`config.mk`:
```
export PLATFORM = sky130hd
export DESIGN_NAME = y_argmax
export DESIGN_NICKNAME = d
export VERILOG_FILES = /design/src/rtl/y_argmax_pkg.sv /design/src/rtl/y_argmax_tracker.sv /design/src/rtl/y_argmax.sv
export SDC_FILE = /design/constraint.sdc
export NUM_CORES = 1
export LEC_CHECK = 0
export ABC_AREA = 1
export CAP_MARGIN = 20
export CORE_ASPECT_RATIO = 0.9
export CORE_MARGIN = 2
export CORE_UTILIZATION = 47
export CTS_CLUSTER_SIZE = 24
export DETAILED_ROUTE_END_ITERATION = 7
export GPL_TIMING_DRIVEN = 0
export PLACE_DENSITY = 0.7
export SYNTH_ARGS = -nofsm -noshare
export SYNTH_HDL_FRONTEND = slang
export SYNTH_HIERARCHICAL = 1
export SYNTH_SLANG_ARGS = --single-unit
```
`constraint.sdc`:
```
create_clock -name clk_i -period 5.7 [get_ports clk_i]
set_input_delay 1.14 -clock clk_i [delete_from_list [all_inputs] [get_ports clk_i]]
set_output_delay 1.14 -clock clk_i [all_outputs]
set_load 0.02 [all_outputs]
```
`src/rtl/y_argmax_pkg.sv`:
```
// Shared constants and FSM encoding for the on-board argmax / accuracy checker.
package y_argmax_pkg;

  typedef enum logic [1:0] {
    ST_IDLE = 2'd0,
    ST_RUN  = 2'd1,
    ST_DONE = 2'd2
  } state_e;

  localparam int NUM_CLASS      = 10;
  localparam int IN_IMG_NUM     = 10;
  localparam int BYTES_PER_WORD = 4;
  localparam int CLS_W          = $clog2(NUM_CLASS);
  localparam int IMG_W          = $clog2(IN_IMG_NUM);
  localparam int CNT_W          = $clog2(IN_IMG_NUM + 1);

endpackage

```
`src/rtl/y_argmax_tracker.sv`:
```
// Running signed maximum over one image's logits; ties keep the lower class index.
module y_argmax_tracker #(
  parameter int DATA_WIDTH = 32,
  parameter int CLS_W      = 4
) (
  input  logic                         clk_i,
  input  logic                         rstn_i,
  input  logic                         clr_i,
  input  logic                         first_i,
  input  logic                         valid_i,
  input  logic signed [DATA_WIDTH-1:0] data_i,
  input  logic        [CLS_W-1:0]      idx_i,
  output logic        [CLS_W-1:0]      final_cls_o
);

  logic signed [DATA_WIDTH-1:0] max_q, max_d;
  logic        [CLS_W-1:0]      idx_q, idx_d;
  logic                         take;

  always_comb begin
    take  = first_i || (data_i > max_q);
    max_d = max_q;
    idx_d = idx_q;
    if (clr_i) begin
      max_d = '0;
      idx_d = '0;
    end else if (valid_i && take) begin
      max_d = data_i;
      idx_d = idx_i;
    end
    // Index the max would hold if this word were accepted; valid on the last word.
    final_cls_o = take ? idx_i : idx_q;
  end

  always_ff @(posedge clk_i or negedge rstn_i) begin
    if (!rstn_i) begin
      max_q <= '0;
      idx_q <= '0;
    end else begin
      max_q <= max_d;
      idx_q <= idx_d;
    end
  end

endmodule

```
`src/rtl/y_argmax.sv`:
```
// Snoops the output-buffer write stream, resolves each image's argmax class,
// checks it against a label ROM and keeps a running correct-prediction count.
module y_argmax
  import y_argmax_pkg::*;
#(
  parameter int DATA_WIDTH = 32,
  parameter int ADDR_WIDTH = 32,
  parameter int NUM_CLASS  = y_argmax_pkg::NUM_CLASS,
  parameter int IN_IMG_NUM = y_argmax_pkg::IN_IMG_NUM,
  parameter int CLS_W      = y_argmax_pkg::CLS_W,
  parameter int IMG_W      = y_argmax_pkg::IMG_W,
  parameter int CNT_W      = y_argmax_pkg::CNT_W
) (
  input  logic                         clk_i,
  input  logic                         rstn_i,
  input  logic                         start_i,
  input  logic                         y_buf_wr_en,
  input  logic        [ADDR_WIDTH-1:0] y_buf_addr,
  input  logic signed [DATA_WIDTH-1:0] y_buf_data,
  output logic                         label_rd_en,
  output logic        [IMG_W-1:0]      label_rd_addr,
  input  logic        [CLS_W-1:0]      label_data_i,
  output logic                         pred_valid_o,
  output logic        [CLS_W-1:0]      pred_class_o,
  output logic        [IMG_W-1:0]      pred_img_o,
  output logic                         pred_correct_o,
  output logic        [CNT_W-1:0]      correct_cnt_o,
  output logic                         all_done_o,
  output logic                         err_o,
  output state_e                       state_o
);

  // Write stream is a one-way snoop: y_buf_wr_en qualifies addr/data for one
  // cycle and there is no ready; the label ROM answers exactly one cycle after
  // label_rd_en.

  state_e                  state_q, state_d;
  logic [CLS_W-1:0]        cls_cnt_q, cls_cnt_d;
  logic [IMG_W-1:0]        img_cnt_q, img_cnt_d;
  logic [ADDR_WIDTH-1:0]   ptr_q, ptr_d;
  logic                    err_q, err_d;
  logic [CLS_W-1:0]        hold_cls_q, hold_cls_d;
  logic [IMG_W-1:0]        hold_img_q, hold_img_d;
  logic                    lbl_req_q, lbl_req_d;
  logic                    pred_pend_q, pred_pend_d;
  logic [CLS_W-1:0]        pred_cls_q, pred_cls_d;
  logic [IMG_W-1:0]        pred_img_q, pred_img_d;
  logic [CNT_W-1:0]        cnt_q, cnt_d;

  logic                    snoop, accept, first_word, last_word, pred_hit, last_pred;
  logic [CLS_W-1:0]        final_cls;

  always_comb begin
    snoop      = (state_q == ST_RUN) && !start_i && y_buf_wr_en &&
                 (img_cnt_q < IMG_W'(IN_IMG_NUM));
    accept     = snoop && (y_buf_addr == ptr_q);
    first_word = (cls_cnt_q == '0);
    last_word  = accept && (cls_cnt_q == CLS_W'(NUM_CLASS - 1));
    pred_hit   = pred_pend_q && (label_data_i == pred_cls_q);
    last_pred  = pred_pend_q && (pred_img_q == IMG_W'(IN_IMG_NUM - 1));
  end

  y_argmax_tracker #(
    .DATA_WIDTH (DATA_WIDTH),
    .CLS_W      (CLS_W)
  ) u_tracker (
    .clk_i       (clk_i),
    .rstn_i      (rstn_i),
    .clr_i       (start_i),
    .first_i     (first_word),
    .valid_i     (accept),
    .data_i      (y_buf_data),
    .idx_i       (cls_cnt_q),
    .final_cls_o (final_cls)
  );

  always_comb begin
    state_d     = state_q;
    cls_cnt_d   = cls_cnt_q;
    img_cnt_d   = img_cnt_q;
    ptr_d       = ptr_q;
    err_d       = err_q;
    hold_cls_d  = hold_cls_q;
    hold_img_d  = hold_img_q;
    lbl_req_d   = last_word;
    pred_pend_d = lbl_req_q;
    pred_cls_d  = pred_cls_q;
    pred_img_d  = pred_img_q;
    cnt_d       = cnt_q;

    if (lbl_req_q) begin
      pred_cls_d = hold_cls_q;
      pred_img_d = hold_img_q;
    end

    if (pred_hit && (cnt_q < CNT_W'(IN_IMG_NUM))) begin
      cnt_d = cnt_q + 1'b1;
    end

    // The byte pointer replaces (img*NUM_CLASS + cls)*4.
    if (accept) begin
      ptr_d = ptr_q + ADDR_WIDTH'(BYTES_PER_WORD);
      if (last_word) begin
        cls_cnt_d  = '0;
        img_cnt_d  = img_cnt_q + 1'b1;
        hold_cls_d = final_cls;
        hold_img_d = img_cnt_q;
      end else begin
        cls_cnt_d = cls_cnt_q + 1'b1;
      end
    end

    if (snoop && !accept) begin
      err_d = 1'b1;
    end

    case (state_q)
      ST_IDLE: state_d = ST_IDLE;
      ST_RUN:  if (last_pred) state_d = ST_DONE;
      ST_DONE: state_d = ST_DONE;
      default: state_d = ST_IDLE;
    endcase

    if (start_i) begin
      state_d     = ST_RUN;
      cls_cnt_d   = '0;
      img_cnt_d   = '0;
      ptr_d       = '0;
      err_d       = 1'b0;
      lbl_req_d   = 1'b0;
      pred_pend_d = 1'b0;
      cnt_d       = '0;
    end
  end

  always_ff @(posedge clk_i or negedge rstn_i) begin
    if (!rstn_i) begin
      state_q     <= ST_IDLE;
      cls_cnt_q   <= '0;
      img_cnt_q   <= '0;
      ptr_q       <= '0;
      err_q       <= 1'b0;
      hold_cls_q  <= '0;
      hold_img_q  <= '0;
      lbl_req_q   <= 1'b0;
      pred_pend_q <= 1'b0;
      pred_cls_q  <= '0;
      pred_img_q  <= '0;
      cnt_q       <= '0;
    end else begin
      state_q     <= state_d;
      cls_cnt_q   <= cls_cnt_d;
      img_cnt_q   <= img_cnt_d;
      ptr_q       <= ptr_d;
      err_q       <= err_d;
      hold_cls_q  <= hold_cls_d;
      hold_img_q  <= hold_img_d;
      lbl_req_q   <= lbl_req_d;
      pred_pend_q <= pred_pend_d;
      pred_cls_q  <= pred_cls_d;
      pred_img_q  <= pred_img_d;
      cnt_q       <= cnt_d;
    end
  end

  assign label_rd_en    = lbl_req_q;
  assign label_rd_addr  = hold_img_q;
  assign pred_valid_o   = pred_pend_q;
  assign pred_class_o   = pred_cls_q;
  assign pred_img_o     = pred_img_q;
  assign pred_correct_o = pred_hit;
  assign correct_cnt_o  = cnt_q;
  assign all_done_o     = (state_q == ST_DONE);
  assign err_o          = err_q;
  assign state_o        = state_q;

endmodule

```
==> flow_summary_export.csv <==
group,metric,value,unit
outcome,status,"finished, final reports clean",
routing,wl_per_cell,14.7,um
floorplan,row_count,43,
routing,vias,6894,
power_and_ir_drop,sw_frac_of_total,0.260,
cts,cts_tree,"done",
cts,clk_pin_slew,70,ps
setup_path,required,4560,ps
cells_and_area,final_common_cell,"nand2_1",
setup_path,critical_path_class,"in -> out",
placed_design,port_buffers,94,
power_and_ir_drop,p_per_area,175,nW/um2
cts,clkSinkCount,99,
sta,worstMarginPinSlew,687,ps
cells_and_area,fillers,1461,
setup_path,slowest_delay,670,ps
setup_path,cp.arrival,2850,ps
cts,clk-insertion-delay-late,360,ps
cts,cts_resized,0,
routing,antenna_left,0,
cells_and_area,final_util,0.574,
setup_path,crit_fanout,3,
power_and_ir_drop,clockPowerShare,0.412,
synthesis,synth_area_leaders,"dfrtp_1, nand2_1, ha_1",
cts,clk_path_buf_depth,2,
floorplan,die_area,16500,um2
global_route,grt_overflow,0,
setup_path,crit_path_start_kind,"primary input",
cells_and_area,diodes,0,
hold_path,min_from,"hold_cls_q[1]",
routing,drt_iter0_drc,570,
floorplan,io-pin-count,95,
power_and_ir_drop,p_switching,401,uW
sta,fmax,250,MHz
placed_design,pre_cts_ws,1720,ps
sta,finalHoldViolCount,0,
sta,rsz0062_at_grt,"no",
floorplan,core-area,15300,um2
synthesis,synthCells,1022,
sta,fin_skew,12.3,ps
routing,drt_pass1_iterations,8,
power_and_ir_drop,power_frac_comb,0.127,
sta,worst_slack,1710,ps
synthesis,postSynthAreaPerCell,7.10,um2
cells_and_area,nets,1240,
synthesis,synth.distinct_cells,35,
global_route,grt_max_degree,65,
cells_and_area,fin_area,8780,um2
placed_design,hpwl,14900,um
cells_and_area,drive_gt1_frac,0.117,
sta,min_period_over_period,0.700,
floorplan,initial_core_util,0.475,
cts,htree_levels,3,
job,cap_violations,0,
sta,final-setup-viol-count,0,
sta,drv_slew,0,
setup_path,crit_chain,"clkdlybuf4s50_1 > nand2_1 > o21ai_0 > a21oi_1 > o2111ai_1 > nor2_1 > clkdlybuf4s50_1",
cells_and_area,syn2layout_area_growth,20.9,%
global_route,grt_util_all_layers,0.252,
synthesis,yosysSeqAreaShare,0.341,
synthesis,synth_largest_area_cell,"dfrtp_1",
sta,period_needed,3990,ps
global_route,antenna_found_initial,0,
setup_path,end_kind,"output pin",
routing,drcViolationCount,0,
floorplan,die_h,122,um
setup_path,crit_slowest_cell,"clkdlybuf4s50_1",
power_and_ir_drop,p_int,1.14,mW
power_and_ir_drop,seq_power_share,0.462,
hold_path,hold_path_class,"reg -> reg",
synthesis,yosysWarnings,6,
synthesis,synthesis.area,7260,um2
routing,vias_per_cell,5.17,
sta,maxSlewHeadroom,0.542,
placed_design,placedInstanceArea,8480,um2
power_and_ir_drop,ir_drop,166,uV
setup_path,crit-reg2reg-launch,"ptr_q[8]",
setup_path,cpMostUsedCell,"clkdlybuf4s50_1",
synthesis,syn_nets,1134,
global_route,first_global_vias,6420,
placed_design,gp_congestion,1.00,
cts,post-cts-setup-buffers,0,
synthesis,synth_top_area_frac,0.341,
setup_path,startpoint,"label_data_i[1]",
floorplan,die_w,135,um
cts,cts_made_buffers,9,
global_route,grt_pass1_wl,32400,um
synthesis,synth-seq-cells,99,
cts,cts-root-buf,"clkbuf_16",
cts,hold_buffers,0,
power_and_ir_drop,power_leakage,4.30,nW
routing,wirelength,19700,um
cells_and_area,final_cell_mix,"nand2_1, inv_1, dfrtp_1, clkdlybuf4s50_1, nor2_1",
==> cell families after synthesis <==
logic type      synth area share
simple gates               0.413
flops                      0.341
buf+inv                    0.115
xor+xnor                  0.0241
compound gates            0.0371
fa+ha+maj                 0.0690
==> critical path: cells and delay by family <==
| family | cells | cell delay (ps) |
|---|---|---|
| AOI/OAI and AO/OA | 3 | 300 |
| buffers and inverters | 2 | 1090 |
| and+or+nand+nor | 2 | 320 |
==> cell usage after synthesis <==
| library cell | count |
|---|---|
| nor2_2 | 2 |
| buf_1 | 4 |
| nand2_2 | 23 |
| a21oi_2 | 2 |
| clkbuf_1 | 4 |
| buf_4 | 12 |
| inv_2 | 15 |
| a21oi_1 | 16 |
| xor2_1 | 13 |
| buf_12 | 3 |
| nor3_1 | 18 |
| nand2_8 | 2 |
| buf_6 | 6 |
| o31ai_1 | 1 |
| inv_4 | 1 |
| o21a_2 | 1 |
| nand2_1 | 333 |
| nand2_4 | 3 |
| o21ai_0 | 26 |
| nand3_1 | 71 |
| buf_2 | 8 |
| dfrtp_1 | 99 |
| a21o_1 | 1 |
| o21ai_2 | 1 |
| nand3_2 | 33 |
| clkinv_1 | 1 |
| nor2_4 | 2 |
| nand3_4 | 1 |
| nand3b_1 | 1 |
| ha_1 | 40 |
| o2111ai_1 | 1 |
| nor2_1 | 79 |
| inv_1 | 128 |
| nand4_1 | 64 |
| xnor2_1 | 7 |
==> through the flow <==
step / hold slack [ps] / instances / TNS [ps] / power (mW)
final: 488 / 1334 / 0 / 1.54
after floorplan: 449 / 1022 / 0 / 0.812
after detailed placement: 478 / 1319 / 0 / 0.919
after global routing: 522 / 1334 / 0 / 1.61
after CTS: 498 / 1334 / 0 / 1.56
after global placement: 472 / 1318 / -45370 / 0.916
==> power by group through the flow <==
stage               sequential [mW]  combinational [mW]  clock, mW
floorplan                     0.728              0.0840          0
global placement              0.725               0.191          0
detailed placement            0.724               0.195          0
CTS                           0.710               0.196      0.652
global route                  0.711               0.219      0.679
finish                        0.711               0.195      0.634
==> final timing paths <==
path                                       to  slack, ps  cells past startpoint
max                            pred_correct_o       1710                      7
min                             hold_cls_q[1]        490                      2
max reg2reg                u_tracker/max_q[9]       3210                     14
min reg2reg                     hold_cls_q[1]        490                      2
max in group asynchronous            ptr_q[9]       4240                      2
min in group asynchronous       pred_img_o[3]        760                      1
==> flip-flops by register name (all words and copies together) (netlist names) <==
| register | cells |
|---|---|
| pred_valid_o | 1 |
| label_rd_addr | 4 |
| correct_cnt_o | 4 |
| state_o | 2 |
| u_tracker/idx_q | 4 |
| cls_cnt_q | 4 |
| pred_img_o | 4 |
| pred_class_o | 4 |
| label_rd_en | 1 |
| u_tracker/max_q | 32 |
| err_o | 1 |
| ptr_q | 30 |
| hold_cls_q | 4 |
| img_cnt_q | 4 |
==> routing by layer <==
metal  vias to the layer above  share of wire  GRT usage
li1                       3483              -          -
met1                      3120           0.47      0.356
met2                       257           0.43      0.388
met3                        34          0.076     0.0504
met4                         0          0.024     0.0820
met5                         -              0          0
==> final cells by class <==
| type | count | area, um2 | area share |
|---|---|---|---|
| buffer | 37 | 288 | 0.0328 |
| clock buffer | 9 | 225 | 0.0257 |
| clock inverter | 6 | 75.1 | 0.00855 |
| inverter | 145 | 547 | 0.0623 |
| multi-input combinational | 741 | 3950 | 0.450 |
| sequential | 99 | 2480 | 0.282 |
| tap | 202 | 253 | 0.0288 |
| timing repair buffer | 95 | 966 | 0.110 |
(Power assumes the default switching activity.)
==> variant: new RTL, config.mk and constraints unchanged <==
Add an input register stage for `start_i`, `y_buf_wr_en`, `y_buf_addr`, `y_buf_data` and `label_data_i`; this delays them by one clock.
--- a/src/rtl/y_argmax.sv
+++ b/src/rtl/y_argmax.sv
@@ -32,2 +32,16 @@
 
+  logic start_q;
+  logic y_buf_wr_en_q;
+  logic        [ADDR_WIDTH-1:0] y_buf_addr_q;
+  logic signed [DATA_WIDTH-1:0] y_buf_data_q;
+  logic        [CLS_W-1:0] label_data_q;
+
+  always_ff @(posedge clk_i) begin
+    start_q       <= start_i;
+    y_buf_wr_en_q <= y_buf_wr_en;
+    y_buf_addr_q  <= y_buf_addr;
+    y_buf_data_q  <= y_buf_data;
+    label_data_q  <= label_data_i;
+  end
+
   // Write stream is a one-way snoop: y_buf_wr_en qualifies addr/data for one
@@ -53,8 +67,8 @@
   always_comb begin
-    snoop      = (state_q == ST_RUN) && !start_i && y_buf_wr_en &&
+    snoop      = (state_q == ST_RUN) && !start_q && y_buf_wr_en_q &&
                  (img_cnt_q < IMG_W'(IN_IMG_NUM));
-    accept     = snoop && (y_buf_addr == ptr_q);
+    accept     = snoop && (y_buf_addr_q == ptr_q);
     first_word = (cls_cnt_q == '0);
     last_word  = accept && (cls_cnt_q == CLS_W'(NUM_CLASS - 1));
-    pred_hit   = pred_pend_q && (label_data_i == pred_cls_q);
+    pred_hit   = pred_pend_q && (label_data_q == pred_cls_q);
     last_pred  = pred_pend_q && (pred_img_q == IMG_W'(IN_IMG_NUM - 1));
@@ -68,6 +82,6 @@
     .rstn_i      (rstn_i),
-    .clr_i       (start_i),
+    .clr_i       (start_q),
     .first_i     (first_word),
     .valid_i     (accept),
-    .data_i      (y_buf_data),
+    .data_i      (y_buf_data_q),
     .idx_i       (cls_cnt_q),
@@ -123,3 +137,3 @@
 
-    if (start_i) begin
+    if (start_q) begin
       state_d     = ST_RUN;
Function: changed (a bounded check fails within 4 cycles, from zero or initial values and one cycle with rstn_i low).
==> variant against the original RTL <==
- synthesized area grew 15%
- clock skew fell by 0.0034 ns
- combinational power shrank 10%
- worst setup slack improved by 0.57 ns
- routed wire length down 4.0%
- clock power up 97%
- die area rose by 15%
- total power up 73%
- first-iteration DRC count decreased by 13%
- sequential cell count grew 70
- final area increased by 17%
- critical endpoint unchanged
==> variant: results (changes against the original RTL) <==
Buffer cell driving the clock tree root: sky130_fd_sc_hd__clkbuf_16. The tools report the number of instances in the placed design as 1370 (+3.9%). Ranked by total cell area, the synthesized netlist is headed by sky130_fd_sc_hd__dfrtp_1 (30%), sky130_fd_sc_hd__dfxtp_1 (17%), sky130_fd_sc_hd__nand2_1 (14%). The post-synthesis adder-cell area fraction came out at 5.99% (-0.91 points). The largest registers in the layout are u_tracker/max_q (32), y_buf_addr_q (32), y_buf_data_q (32).

The tools report the total of fill cells in the finished design as 1627 (+11%). The run gives 0.43 ns (+0.07 ns) as the insertion delay to the later sink of the worst-skew pair. The total clock buffers created by CTS came out at 17 (+8). The worst setup slack for register-to-register paths was 3.27 ns (+0.06 ns). The largest voltage drop on the vdd net came out at 0.000208 V (+26%). Data arrival time of the critical path: 2.29 ns (-0.56 ns).

The weighted congestion reported at the end of routability-driven placement came out at 0.943 (-5.9%). The tools report the number of post-CTS setup repair buffers as 0 (unchanged). The tools report the worst slew margin relative to its limit as 56.8% (+2.6 points).

The fraction of the yosys area taken by sequential cells was 46.4% (+12 points). The compound-gate portion of the synthesized area works out to 3.38% (-0.32 points). The maximum level of the CTS H-tree is 4 (+1).

The switching power as a share of total power works out to 21.9% (-4.2 points). By count the netlist is led by sky130_fd_sc_hd__nand2_1 (307), sky130_fd_sc_hd__inv_1 (111), sky130_fd_sc_hd__nor2_1 (102). The share of layout cells above drive strength 1 was 11.5% (-0.13 points); the setup skew after layout was 0.00885 ns (-0.00341 ns).

The area share of xor/xnor cells in the synthesized design was 3.46% (+1.0 points); the average footprint of a synthesized cell was 8.08 um^2 (+14%). The run gives 4.76 nW (+11%) as the leakage power summed over all cells. The global-route wire length before repair is 30700 um (-5.1%).

The DRC violation total after the first TritonRoute iteration was 496 (-13%). The global routing usage summed across all routing layers came out at 20.8% (-4.3 points). The maximum number of pins on one net before global-route repair came out at 62 (-4.6%). The tools report the final layout net count as 1261 (+1.7%). The run finished with clean final reports.

The final worst-path cycle share is 60.1% (-9.9 points). The number of cells on the worst reg-to-reg path is 13 (-1), and the estimated wirelength of the detail-placed design is 13800 um (-7.8%). Class of the tightest hold or removal check: reg -> reg. The per-cell via count in the routed design is 4.83 (-6.5%). The logs give 6284 (-2.1%) for the number of global-route vias before repair and 2.67 ns (+0.948 ns) for the worst setup slack before clock tree synthesis. The first-pass iteration count of the detailed router is 7 (-1), and the total number of vias is 6772 (-1.8%). The net count of the mapped netlist was 1147 (+1.1%); the post-synthesis async set-or-reset flop share was 58.6% (-41 points). Critical path's largest stage delay: 0.73 ns (+0.06 ns). The number of library cell types mapped by synthesis is 36 (+2.9%), and the overall routed net length is 18900 um (-4.0%).
[variant: cell count changes after synthesis, sizes merged, moves of 16 or more]
cell   unedited run  this run
inv             144       121
nand3           105        87
nand2           361       332
dfxtp             0        70
nand4            64        41
nor2             83       106
xor2             13        29
[variant: cell families (layout without fill, tap and decap cells)]
family / after synthesis / in the layout
DFF: 169 / 169
AOI/OAI and AO/OA: 54 / 54
xor gates and xnor gates: 33 / 33
buffers and inverters: 160 / 287
and+or+nand+nor: 579 / 579
adders and majority gates: 40 / 40
[variant: path summary, 6_finish.rpt]
| kind | from | end |
|---|---|---|
| setup / recovery | pred_class_o[3] | pred_correct_o |
| hold / removal | y_buf_data_q[15] | u_tracker/max_q[15] |
| setup reg to reg | ptr_q[21] | u_tracker/max_q[29] |
| hold reg to reg | y_buf_data_q[15] | u_tracker/max_q[15] |
| max in group asynchronous | rstn_i | pred_img_o[0] |
| min in group asynchronous | rstn_i | u_tracker/max_q[21] |
[variant: layout make-up]
cell class / instances / share of cell area, %
well taps: 240 / 2.92
multi-input cells: 706 / 36.4
inverters: 124 / 4.56
clock buffers: 26 / 5.48
plain buffers: 36 / 2.59
clock inverters: 6 / 0.925
repair buffers: 95 / 9.39
flip-flops and latches: 169 / 37.7
[variant: metal layers]
metal	GRT usage, %	share of wire [%]	vias to the layer above
met5	0	0	-
met4	4.97	0.94	0
met3	4.96	5.6	13
met2	32.1	45	155
met1	29.9	49	3122
li1	-	-	3482
[variant: stage by stage]
step	hold slack, ns	instance area (um^2)	power (mW)
2_1_floorplan	0.449	8360	1.34
3_3_place_gp	0.466	9600	1.44
3_5_place_dp	0.468	9620	1.44
4_1_cts	0.485	10300	2.70
5_1_grt	0.505	10300	2.77
6_report	0.483	10300	2.67
[variant: worst reg2reg max path: stages, from the launching register on]
cell	delay, ns
sky130_fd_sc_hd__dfrtp_1	0.52
sky130_fd_sc_hd__o21ai_0	0.16
sky130_fd_sc_hd__nor2_1	0.14
sky130_fd_sc_hd__nand2_1	0.06
sky130_fd_sc_hd__nor2_1	0.08
sky130_fd_sc_hd__nand2_1	0.15
sky130_fd_sc_hd__nor2_2	0.15
sky130_fd_sc_hd__nand2_1	0.09
sky130_fd_sc_hd__buf_4	0.20
sky130_fd_sc_hd__clkinv_2	0.12
sky130_fd_sc_hd__buf_6	0.17
sky130_fd_sc_hd__buf_2	0.26
sky130_fd_sc_hd__nand4_1	0.16
sky130_fd_sc_hd__nand2_2	0.09
[variant: power by group through the flow]
stage / Combinational [mW] / Sequential (mW) / Clock, mW
CTS: 0.178 / 1.24 / 1.28
global placement: 0.172 / 1.27 / 0
global route: 0.198 / 1.24 / 1.33
floorplan: 0.0765 / 1.26 / 0
detailed placement: 0.177 / 1.27 / 0
finish: 0.175 / 1.24 / 1.25
